[src/rtl/muldiv_pkg.sv]
// Shared definitions for the RV32M multiply/divide unit: op encodings,
// FSM state type and the iteration count.
package muldiv_pkg;

    localparam int MULDIV_STEPS = 32;

    localparam logic [2:0] MULDIV_MUL    = 3'd0;
    localparam logic [2:0] MULDIV_MULH   = 3'd1;
    localparam logic [2:0] MULDIV_MULHSU = 3'd2;
    localparam logic [2:0] MULDIV_MULHU  = 3'd3;
    localparam logic [2:0] MULDIV_DIV    = 3'd4;
    localparam logic [2:0] MULDIV_DIVU   = 3'd5;
    localparam logic [2:0] MULDIV_REM    = 3'd6;
    localparam logic [2:0] MULDIV_REMU   = 3'd7;

    typedef enum logic [1:0] {
        IDLE = 2'd0,
        MUL  = 2'd1,
        DIV  = 2'd2,
        DONE = 2'd3
    } muldiv_state_t;

    function automatic logic op_is_div(input logic [2:0] f_op);
        return f_op[2];
    endfunction

    function automatic logic op_a_signed(input logic [2:0] f_op);
        return (f_op == MULDIV_MULH) || (f_op == MULDIV_MULHSU) ||
               (f_op == MULDIV_DIV)  || (f_op == MULDIV_REM);
    endfunction

    function automatic logic op_b_signed(input logic [2:0] f_op);
        return (f_op == MULDIV_MULH) || (f_op == MULDIV_DIV) || (f_op == MULDIV_REM);
    endfunction

endpackage

[src/rtl/muldiv_step.sv]
// One iteration of the multiply/divide datapath on the shared 2W-bit
// accumulator: radix-2 shift-add for multiply, restoring step for divide.
module muldiv_step #(
    parameter int DATA_WIDTH = 32
) (
    input  logic                      i_div,
    input  logic [2*DATA_WIDTH-1:0]   i_acc,
    input  logic [DATA_WIDTH-1:0]     i_b,
    output logic [2*DATA_WIDTH-1:0]   o_acc
);
    localparam int W = DATA_WIDTH;

    logic [W:0]   w_mul_sum;
    logic [W+1:0] w_trial;

    always_comb begin
        w_mul_sum = {1'b0, i_acc[2*W-1:W]} + (i_acc[0] ? {1'b0, i_b} : {(W+1){1'b0}});
        // shifted remainder can reach W+1 bits before the subtract
        w_trial   = {1'b0, i_acc[2*W-1:W-1]} - {2'b00, i_b};
        if (i_div) begin
            if (w_trial[W+1])
                o_acc = {i_acc[2*W-2:0], 1'b0};
            else
                o_acc = {w_trial[W-1:0], i_acc[W-2:0], 1'b1};
        end else begin
            o_acc = {w_mul_sum, i_acc[W-1:1]};
        end
    end

endmodule

[src/rtl/execute_muldiv_unit.sv]
// Multi-cycle RV32M multiply/divide unit for the execute stage.
// Define MULDIV_FAST_MUL_EN for a single-cycle multiplier (divide unchanged).
module execute_muldiv_unit
    import muldiv_pkg::*;
#(
    parameter int DATA_WIDTH     = 32,
    parameter int REG_ADDR_WIDTH = 5,
    parameter int OP_WIDTH       = 3
) (
    input  logic                      clk,
    input  logic                      rst_n,
    input  logic                      kill,
    input  logic                      start,
    input  logic [OP_WIDTH-1:0]       op,
    input  logic [DATA_WIDTH-1:0]     rs1_val,
    input  logic [DATA_WIDTH-1:0]     rs2_val,
    input  logic [REG_ADDR_WIDTH-1:0] rd_in,
    output logic                      stall,
    output logic                      done,
    output logic [DATA_WIDTH-1:0]     result,
    output logic [REG_ADDR_WIDTH-1:0] rd_out
);
    localparam int W  = DATA_WIDTH;
    localparam int CW = $clog2(MULDIV_STEPS);

    muldiv_state_t             r_state;
    muldiv_state_t             w_next_state;
    logic [OP_WIDTH-1:0]       r_op;
    logic [2*W-1:0]            r_acc;
    logic [W-1:0]              r_b;
    logic                      r_neg;
    logic                      r_neg_rem;
    logic [REG_ADDR_WIDTH-1:0] r_rd;
    logic [CW-1:0]             r_cnt;
    logic [W-1:0]              r_result;
    logic [REG_ADDR_WIDTH-1:0] r_rd_out;

    logic           w_a_neg, w_b_neg;
    logic [W-1:0]   w_a_mag, w_b_mag;
    logic           w_div_zero, w_div_ovf, w_special;
    logic [W-1:0]   w_special_res;
    logic [W-1:0]   w_short_res;
    logic [2*W-1:0] w_step_acc;

    function automatic logic [W-1:0] finalize(input logic [OP_WIDTH-1:0] f_op,
                                              input logic [2*W-1:0]      f_acc,
                                              input logic                f_neg,
                                              input logic                f_neg_rem);
        logic [2*W-1:0] prod;
        logic [W-1:0]   quo;
        logic [W-1:0]   rem;
        prod = f_neg     ? -f_acc          : f_acc;
        quo  = f_neg     ? -f_acc[W-1:0]   : f_acc[W-1:0];
        rem  = f_neg_rem ? -f_acc[2*W-1:W] : f_acc[2*W-1:W];
        if (op_is_div(f_op))
            return f_op[1] ? rem : quo;
        else
            return (f_op == MULDIV_MUL) ? prod[W-1:0] : prod[2*W-1:W];
    endfunction

    always_comb begin
        w_a_neg    = op_a_signed(op) & rs1_val[W-1];
        w_b_neg    = op_b_signed(op) & rs2_val[W-1];
        w_a_mag    = w_a_neg ? -rs1_val : rs1_val;
        w_b_mag    = w_b_neg ? -rs2_val : rs2_val;
        w_div_zero = (rs2_val == '0);
        w_div_ovf  = op_b_signed(op) && (rs1_val == {1'b1, {(W-1){1'b0}}}) && (rs2_val == '1);
        w_special  = op_is_div(op) & (w_div_zero | w_div_ovf);
        // op[1] selects remainder
        if (w_div_zero)
            w_special_res = op[1] ? rs1_val : '1;
        else
            w_special_res = op[1] ? '0 : rs1_val;
    end

`ifdef MULDIV_FAST_MUL_EN
    logic [2*W-1:0] w_fast_a, w_fast_b, w_fast_prod;
    always_comb begin
        w_fast_a    = {{W{op_a_signed(op) & rs1_val[W-1]}}, rs1_val};
        w_fast_b    = {{W{op_b_signed(op) & rs2_val[W-1]}}, rs2_val};
        w_fast_prod = w_fast_a * w_fast_b;
        if (op_is_div(op))
            w_short_res = w_special_res;
        else
            w_short_res = (op == MULDIV_MUL) ? w_fast_prod[W-1:0] : w_fast_prod[2*W-1:W];
    end
`else
    assign w_short_res = w_special_res;
`endif

    muldiv_step #(.DATA_WIDTH(DATA_WIDTH)) u_step (
        .i_div (r_state == DIV),
        .i_acc (r_acc),
        .i_b   (r_b),
        .o_acc (w_step_acc)
    );

    always_comb begin
        w_next_state = r_state;
        case (r_state)
            IDLE: begin
                if (start) begin
                    if (op_is_div(op))
                        w_next_state = w_special ? DONE : DIV;
                    else
`ifdef MULDIV_FAST_MUL_EN
                        w_next_state = DONE;
`else
                        w_next_state = MUL;
`endif
                end
            end
            MUL, DIV: begin
                if (r_cnt == CW'(MULDIV_STEPS - 1))
                    w_next_state = DONE;
            end
            DONE:    w_next_state = IDLE;
            default: w_next_state = IDLE;
        endcase
        if (kill)
            w_next_state = IDLE;
    end

    always_ff @(posedge clk) begin
        if (!rst_n) begin
            r_state   <= IDLE;
            r_op      <= '0;
            r_acc     <= '0;
            r_b       <= '0;
            r_neg     <= 1'b0;
            r_neg_rem <= 1'b0;
            r_rd      <= '0;
            r_cnt     <= '0;
            r_result  <= '0;
            r_rd_out  <= '0;
        end else begin
            r_state <= w_next_state;
            case (r_state)
                IDLE: begin
                    if (start && !kill) begin
                        r_op      <= op;
                        r_acc     <= {{W{1'b0}}, w_a_mag};
                        r_b       <= w_b_mag;
                        r_neg     <= w_a_neg ^ w_b_neg;
                        r_neg_rem <= w_a_neg;
                        r_rd      <= rd_in;
                        r_cnt     <= '0;
                        if (w_next_state == DONE) begin
                            r_result <= w_short_res;
                            r_rd_out <= rd_in;
                        end
                    end
                end
                MUL, DIV: begin
                    r_acc <= w_step_acc;
                    r_cnt <= r_cnt + CW'(1);
                    if (w_next_state == DONE) begin
                        r_result <= finalize(r_op, w_step_acc, r_neg, r_neg_rem);
                        r_rd_out <= r_rd;
                    end
                end
                default: ;
            endcase
        end
    end

    assign stall  = rst_n & ((start & (r_state == IDLE) & ~kill) |
                             (r_state == MUL) | (r_state == DIV));
    assign done   = (r_state == DONE);
    assign result = r_result;
    assign rd_out = r_rd_out;

endmodule

[config.mk]
export PLATFORM = sky130hd
export DESIGN_NAME = execute_muldiv_unit
export DESIGN_NICKNAME = d
export VERILOG_FILES = /design/src/rtl/muldiv_pkg.sv /design/src/rtl/muldiv_step.sv /design/src/rtl/execute_muldiv_unit.sv
export SDC_FILE = /design/constraint.sdc
export NUM_CORES = 1
export LEC_CHECK = 0
export BUFFER_PORTS_ARGS = -buffer_cell sky130_fd_sc_hd__buf_2
export CORE_ASPECT_RATIO = 1.5
export CORE_MARGIN = 2
export CORE_UTILIZATION = 60
export DETAILED_ROUTE_END_ITERATION = 8
export MAX_ROUTING_LAYER = met4
export PLACE_DENSITY = 0.77
export REMOVE_ABC_BUFFERS = 1
export SYNTH_ARGS = -nofsm -noshare
export SYNTH_HDL_FRONTEND = slang
export SYNTH_SLANG_ARGS = --single-unit
[constraint.sdc]
create_clock -name clk -period 6.8 [get_ports clk]
set_input_delay 0.68 -clock clk [delete_from_list [all_inputs] [get_ports clk]]
set_output_delay 0.68 -clock clk [all_outputs]
set_load 0.05 [all_outputs]
==> flow_summary_export.csv, run 1 <==
group,metric,value,unit
status,status,"completed",
finish,layout-drive-gt1-share,0.111,
synth,async_flop_share,0,
route,drtIter0Drc,1936,
setup_path,cp.buffers_inverters,1,
clock_tree,cts_setup_buffers,0,
clock_tree,cts.hold.buffers_added,0,
floorplan,chipWidth,137,microns
sta,setup_viol_count_final,0,
finish,nets,2438,
global_routing,grt_first_pass_wirelength,99.6,mm
synth,yosysWarnings,0,
synth,netlist_instances,2245,
sta,max_slew_margin,0.0890,
power,combinationalPowerShare,0.340,
setup_path,slowest_delay,0.71,ns
setup_path,critPathKind,"register to register",
sta,tns,0,ns
global_routing,grt_util_all_layers,0.481,
clock_tree,ctsResizeCount,0,
setup_path,crit_fanout,12,
sta,timing.fmax,0.162,GHz
setup_path,crit_chain,"ha_1 -> a21oi_1 -> o21ai_1 -> a221oi_1 -> a21boi_4 -> buf_4 -> a31o_2 -> ha_1 -> or4b_2 -> nor2_1 -> and2_1 -> nand3_1 -> or3_1 -> o21ai_0 -> xnor2_1 -> nor2_1 -> a2111oi_0 -> o221a_2",
setup_path,critPathArrivalTime,6.58,ns
power,switchingPower,1.16,mW
synth,synth_seq_cells,150,
synth,syn_avg_cell_area,7.09,sq um
clock_tree,cts_root_buffer,"clkbuf_16",
synth,synth_area,15900,sq um
hold_path,holdPathEnd,"r_cnt[4]",
sta,drv_slew,0,
clock_tree,h-tree-depth,4,
setup_path,endpoint_kind,"register",
floorplan,placementRows,73,
sta,skew,0.00886,ns
clock_tree,clockBufferDepth,2,
route,drtAntennaViolNets,0,
route,first_pass_iters,8,
setup_path,r2r_end,"result[10]",
synth,yosysTopAreaCellShare,0.189,
synth,synth_top_area_cell,"dfxtp_1",
hold_path,min_path_type,"register to register",
finish,multi_input_area,12100,sq um
synth,synthSimpleGateAreaFrac,0.250,
sta,fin_ws,0.642,ns
job,maxCapViolCount,0,
clock_tree,cts_sinks,150,
hold_path,hp-start,"r_cnt[4]",
synth,synthXorXnorAreaFrac,0.0908,
power,p_leak,6.76,nW
placed_design,dp_cells,2603,
placed_design,dp_hpwl,49.3,mm
finish,fin_util,0.661,
clock_tree,cts_tree,"done",
power,p_seq_frac,0.318,
floorplan,core_area,26300,sq um
setup_path,r2r_slack,0.64,ns
setup_path,slowest_stage,"or4b_2",
power,internal_power,1.85,mW
hold_path,whs_path_depth,2,
finish,n_fill_cell,2367,
synth,ys_seq_area_frac,0.189,
synth,synth.area.mux_share,0.0343,
floorplan,die_area,27900,sq um
route,vias_per_cell,7.07,
placed_design,place_ws,0.794,ns
sta,rsz0062_at_grt,"false",
route,vias,18639,
sta,hold_viol_final,0,
sta,worst_slew_pin_slew,1.35,ns
setup_path,r2r_start,"r_acc[51]",
setup_path,critPathLaunchType,"register",
synth,synth_top_family_by_area,"compound AO/OA/AOI/OAI gates",
floorplan,start_util,0.605,
synth,synth_compound_area_frac,0.310,
synth,ys.flop_type,"dfxtp_1",
clock_tree,cts_buffers,17,
global_routing,antenna_found_initial,0,
synth,ys_types,97,
global_routing,grt_pass1_vias,17881,
power,cellPowerDensity,173,nW/um^2
clock_tree,path_clk_slew,0.07,ns
setup_path,r2r_cells,18,
sta,layout_min_cycle_time,6.16,ns
global_routing,grt_max_degree,86,
sta,fin_crit_sh,0.906,
setup_path,crit_family,"compound AO/OA/AOI/OAI gates",
finish,final-seq-area,3000,sq um
finish,fin_cells,2636,
power,switching_share,0.386,
global_routing,grt_overflow,0,
route,routed_wl,65.6,mm
power,vdd_drop_max,182,uV
setup_path,required,7.22,ns
synth,synth_edf_count,0,
placed_design,gp_congestion,1.02,
synth,ys_top_cells_by_area,"dfxtp_1 19%, nor2_1 6.0%, ha_1 5.9%, xnor2_1 5.7%, a21oi_1 5.3%",
route,drcViolationCount,0,
placed_design,port_buffers,114,
floorplan,die_h,203,microns
route,wl_per_cell,24.9,microns
floorplan,num_io_pins,115,
synth,synth-adder-area-share,0.0740,
finish,area_growth,9.28,%
power,p_clk_frac,0.342,
clock_tree,clock_latency,0.47,ns
-- layout make-up --
class / count / area share
timing repair buffer: 167 / 0.0557
multi-input combinational: 1883 / 0.698
antenna: 1 / 0.000144
inverter: 66 / 0.0144
clock buffer: 19 / 0.0255
tap: 337 / 0.0242
sequential: 150 / 0.173
clock inverter: 13 / 0.00985
-- layer usage --
metal  share of wire  global-route usage  vias to the layer above
met2            0.46               0.761                     1118
met3           0.092               0.115                      348
li1                -                   -                     8399
met1            0.35               0.512                     8774
met4           0.096               0.369                        0
met5               0                   -                        -
-- cells in the mapped netlist (45+ instances only) --
cell / instances
nor2_1: 256
nand2_1: 217
a21oi_1: 169
dfxtp_1: 150
o21ai_0: 143
clkbuf_1: 123
nor3_1: 107
xnor2_1: 103
ha_1: 75
inv_1: 65
xor2_1: 62
a211oi_1: 50
nand3_1: 46
and2_1: 45
-- state kept, by name (all words and copies together) (netlist names) --
name,flops
r_acc,64
r_neg,1
r_cnt,5
r_neg_rem,1
r_rd,5
r_b,32
rd_out,5
r_op,3
result,32
r_state,2
-- worst max path at each step --
stage | cells past startpoint | end | startpoint
floorplan | 10 | result[27] | r_state[0]
detailed placement | 18 | result[10] | r_acc[51]
finish | 18 | result[10] | r_acc[51]
global placement | 18 | result[10] | r_acc[51]
CTS | 18 | result[10] | r_acc[51]
global route | 15 | result[27] | r_acc[0]
-- tightest hold or removal path, stage by stage, from the launching register on --
cell and delay, ns:
dfxtp_1 0.31, nand2_1 0.05, a21oi_1 0.05
-- through the flow --
| stage | hold WS (ns) | power (mW) | instance area, sq um |
|---|---|---|---|
| after floorplan | 0.436 | 1.62 | 15300 |
| after global placement | 0.441 | 1.94 | 16800 |
| after detailed placement | 0.450 | 1.96 | 16800 |
| after CTS | 0.454 | 2.97 | 17400 |
| after global routing | 0.469 | 3.11 | 17400 |
| final | 0.456 | 3.01 | 17400 |
-- kinds of logic after synthesis --
group	Yosys count
AO/OA/AOI/OAI	724
XOR/XNOR	165
buffers and inverters	212
adder cells (fa/ha/maj)	97
flip-flops	150
AND/OR/NAND/NOR	844
multiplexers	53
-- power by group through the flow --
stage	clock, mW	sequential [mW]	combinational (mW)
after detailed placement	0	0.975	0.983
final	1.03	0.958	1.02
after global placement	0	0.973	0.970
after floorplan	0	0.977	0.648
after CTS	1.03	0.955	0.989
after global routing	1.06	0.960	1.09
-- placed cells by master, fill, tap and decap left out, types with 20 or more instances in the layout --
cell	Yosys	routed
or3_1	22	22
xor2_1	62	62
nor3_1	107	106
nor2_1	256	253
and2_1	45	45
a31oi_1	26	26
maj3_1	20	20
a21o_1	33	33
a211oi_1	50	50
o31ai_1	26	26
o21ai_0	143	143
a22oi_1	20	20
buf_4	2	53
inv_1	65	64
dfxtp_1	150	149
nor4_1	22	21
nand2_1	217	217
a221oi_1	41	41
ha_1	75	73
buf_2	7	114
xnor2_1	103	103
a21oi_1	169	169
nand3_1	46	46
mux2i_1	44	44
nand4_1	32	32
Note: power is estimated with default switching activity, not from simulation.
==> run 2: changes to the inputs <==
--- a/config.mk
+++ b/config.mk
@@ -5,11 +5,13 @@
 export SDC_FILE = /design/constraint.sdc
 export NUM_CORES = 1
 export LEC_CHECK = 0
+export ABC_AREA = 1
 export BUFFER_PORTS_ARGS = -buffer_cell sky130_fd_sc_hd__buf_2
 export CORE_ASPECT_RATIO = 1.5
 export CORE_MARGIN = 2
 export CORE_UTILIZATION = 60
 export DETAILED_ROUTE_END_ITERATION = 8
+export HOLD_SLACK_MARGIN = 0.02
 export MAX_ROUTING_LAYER = met4
 export PLACE_DENSITY = 0.77
 export REMOVE_ABC_BUFFERS = 1
==> constraint.sdc (replaced) <==
create_clock -name clk -period 7.2 [get_ports clk]
set_input_delay 0.72 -clock clk [delete_from_list [all_inputs] [get_ports clk]]
set_output_delay 0.72 -clock clk [all_outputs]
set_load 0.05 [all_outputs]
==> flow_summary_export.csv, run 2 <==
group,metric,value,unit
status,status,"complete, but fails checks",
status,violations,"design-rule violations, max-capacitance violations, max-slew violations",
clock_tree,cts_buffers,17,
global_routing,grt_overflow,0,
placed_design,place_ws,2.30,ns
placed_design,dp_hpwl,61.3,mm
route,wl_per_cell,21.0,microns
finish,largest_register,"r_acc",
setup_path,critPathLaunchType,"register",
placed_design,dp_cells,3726,
synth,netlist_instances,3326,
sta,timing.fmax,0.196,GHz
synth,synth_edf_count,0,
synth,synth_area,18300,sq um
sta,setup_viol_count_final,0,
power,total_power,2.88,mW
global_routing,antenna_found_initial,1,
route,drtAntennaViolNets,0,
finish,nets,3498,
floorplan,start_util,0.608,
finish,fin_util,0.646,
synth,synth_top_family_by_area,"simple AND/OR/NAND/NOR gates",
job,maxCapViolCount,1,
sta,skew,0.0132,ns
finish,mostFrequentLayoutCells,"1099 x nand2_1, 426 x inv_1, 283 x nand3_1",
sta,layout_min_cycle_time,5.11,ns
floorplan,chipWidth,147,microns
synth,ys_types,61,
hold_path,min_path_type,"register to register",
finish,area_growth,6.41,%
placed_design,port_buffers,114,
sta,max_slew_margin,-0.127,
synth,ys_seq_area_frac,0.164,
floorplan,num_io_pins,115,
clock_tree,cts_setup_buffers,0,
synth,synthSimpleGateAreaFrac,0.446,
finish,final_common_cell,"nand2_1",
sta,drv_slew,2,
route,vias_per_cell,6.20,
global_routing,grt_pass1_vias,21877,
floorplan,placementRows,78,
floorplan,die_h,218,microns
sta,rsz0062_at_grt,"false",
finish,n_fill_cell,2977,
synth,ys.flop_type,"dfxtp_1",
finish,layout-drive-gt1-share,0.0923,
power,vdd_drop_max,183,uV
synth,ys_top_cells_by_area,"nand2_1 23%, dfxtp_1 16%, inv_1 8.7%, nand3_1 7.7%, a21oi_1 6.6%",
route,drtIter0Drc,2602,
power,p_leak,10.0,nW
power,cellPowerDensity,148,nW/um^2
synth,synth.area.mux_share,0.000751,
clock_tree,cts.hold.buffers_added,0,
setup_path,crit_fanout,34,
sta,fin_crit_sh,0.709,
clock_tree,path_clk_slew,0.08,ns
synth,yosysWarnings,0,
clock_tree,cts_sinks,150,
placed_design,gp_congestion,1.09,
clock_tree,cts_root_buffer,"clkbuf_16",
synth,synth-adder-area-share,0.0534,
synth,synth_seq_cells,150,
route,routed_wl,79.0,mm
global_routing,grt_max_degree,64,
synth,synth_common_cells,"1099 x nand2_1, 426 x inv_1, 283 x nand3_1",
synth,yosysMostFrequentCell,"nand2_1",
synth,yosysTopAreaCellShare,0.225,
route,first_pass_iters,9,
clock_tree,h-tree-depth,4,
global_routing,grt_util_all_layers,0.501,
synth,syn_avg_cell_area,5.51,sq um
sta,tns,0,ns
route,vias,23297,
clock_tree,cts_tree,"done",
floorplan,die_area,32000,sq um
floorplan,core_area,30200,sq um
sta,worst_slew_pin_slew,1.67,ns
sta,hold_viol_final,0,
setup_path,required,7.53,ns
synth,synth_compound_area_frac,0.162,
clock_tree,clockBufferDepth,2,
finish,fin_cells,3759,
setup_path,critPathKind,"register to register",
synth,synthXorXnorAreaFrac,0.0454,
clock_tree,clock_latency,0.48,ns
clock_tree,ctsResizeCount,0,
finish,largest_reg_flops,64,
sta,fin_ws,2.09,ns
synth,synth_top_area_cell,"nand2_1",
setup_path,endpoint_kind,"register",
setup_path,critPathArrivalTime,5.43,ns
synth,async_flop_share,0,
global_routing,grt_first_pass_wirelength,120,mm
route,drcViolationCount,4,
[run 2: cell types whose count changed after synthesis, sizes merged, moves of 37 or more]
cell    before   now
a211oi      50     0
a21oi      170   244
a221oi      41     4
and2        46     1
clkbuf     124    85
inv         65   445
mux2i       44     1
nand2      219  1127
nand3       46   310
nor2       257   297
nor3       107    44
o21ai      158   221
xnor2      103    25
[run 2: final cells by class]
type | count | area [sq um] | area share
diodes | 1 | 2.50 | 0.000128
clock buffers | 19 | 443 | 0.0227
clock inverters | 13 | 130 | 0.00667
inverters | 449 | 1690 | 0.0865
multi-input cells | 2592 | 13000 | 0.667
flip-flops and latches | 150 | 3000 | 0.154
well taps | 400 | 500 | 0.0257
repair buffers | 135 | 728 | 0.0374
[run 2: final timing paths]
path	startpoint	to	slack, ns	cells after the start
setup / recovery	r_acc[0]	result[19]	2.09	26
hold / removal	result[29]	result[29]	0.46	2
setup reg to reg	r_acc[0]	result[19]	2.09	26
hold reg to reg	result[29]	result[29]	0.46	2
[run 2: power breakdown]
part           internal [mW]  leakage, nW  switching, mW  total [mW]
logic                  0.294         8.53          0.766        1.06
registers              0.860         1.22         0.0253       0.886
clock network          0.470        0.286          0.463       0.933
total                   1.62         10.0           1.25        2.88
[run 2: worst max-delay path, stage by stage (launching register included)]
cell	delay [ns]
dfxtp_1	0.31
buf_4	0.37
nand2_1	0.10
inv_1	0.07
ha_1	0.29
fa_1	0.57
nand2_1	0.14
inv_1	0.12
a21oi_1	0.10
o21ai_0	0.74
inv_1	0.12
nand2_1	0.10
nand3_1	0.10
nand3_2	0.17
nand2_1	0.10
nor2_1	0.12
nand2_1	0.21
nor2_1	0.42
nand2_1	0.17
nand2_1	0.09
nand2_1	0.06
nand2_1	0.06
nand2_1	0.07
a21oi_1	0.14
nand2_1	0.10
nand2_1	0.07
a21oi_1	0.07
[run 2: cell families (layout without fill, tap and decap cells)]
family,after synthesis,in the layout
AOI/OAI and AO/OA,547,547
xor gates and xnor gates,95,95
buffers and inverters,584,616
and+or+nand+nor,1872,1872
other,0,1
DFF,150,150
adders and majority gates,77,77
muxes,1,1
[run 2: routing by layer]
layer	vias to the layer above	global-route usage	share of wire
met2	1561	0.813	0.46
li1	10728	-	-
met5	-	-	0
met1	10384	0.479	0.32
met4	0	0.508	0.13
met3	624	0.114	0.096
[run 2: metrics by stage]
stage          instance area, sq um  hold slack, ns
2_1_floorplan                 17700           0.447
3_3_place_gp                  18900           0.450
3_5_place_dp                  18900           0.454
4_1_cts                       19500           0.465
5_1_grt                       19500           0.478
6_report                      19500           0.464
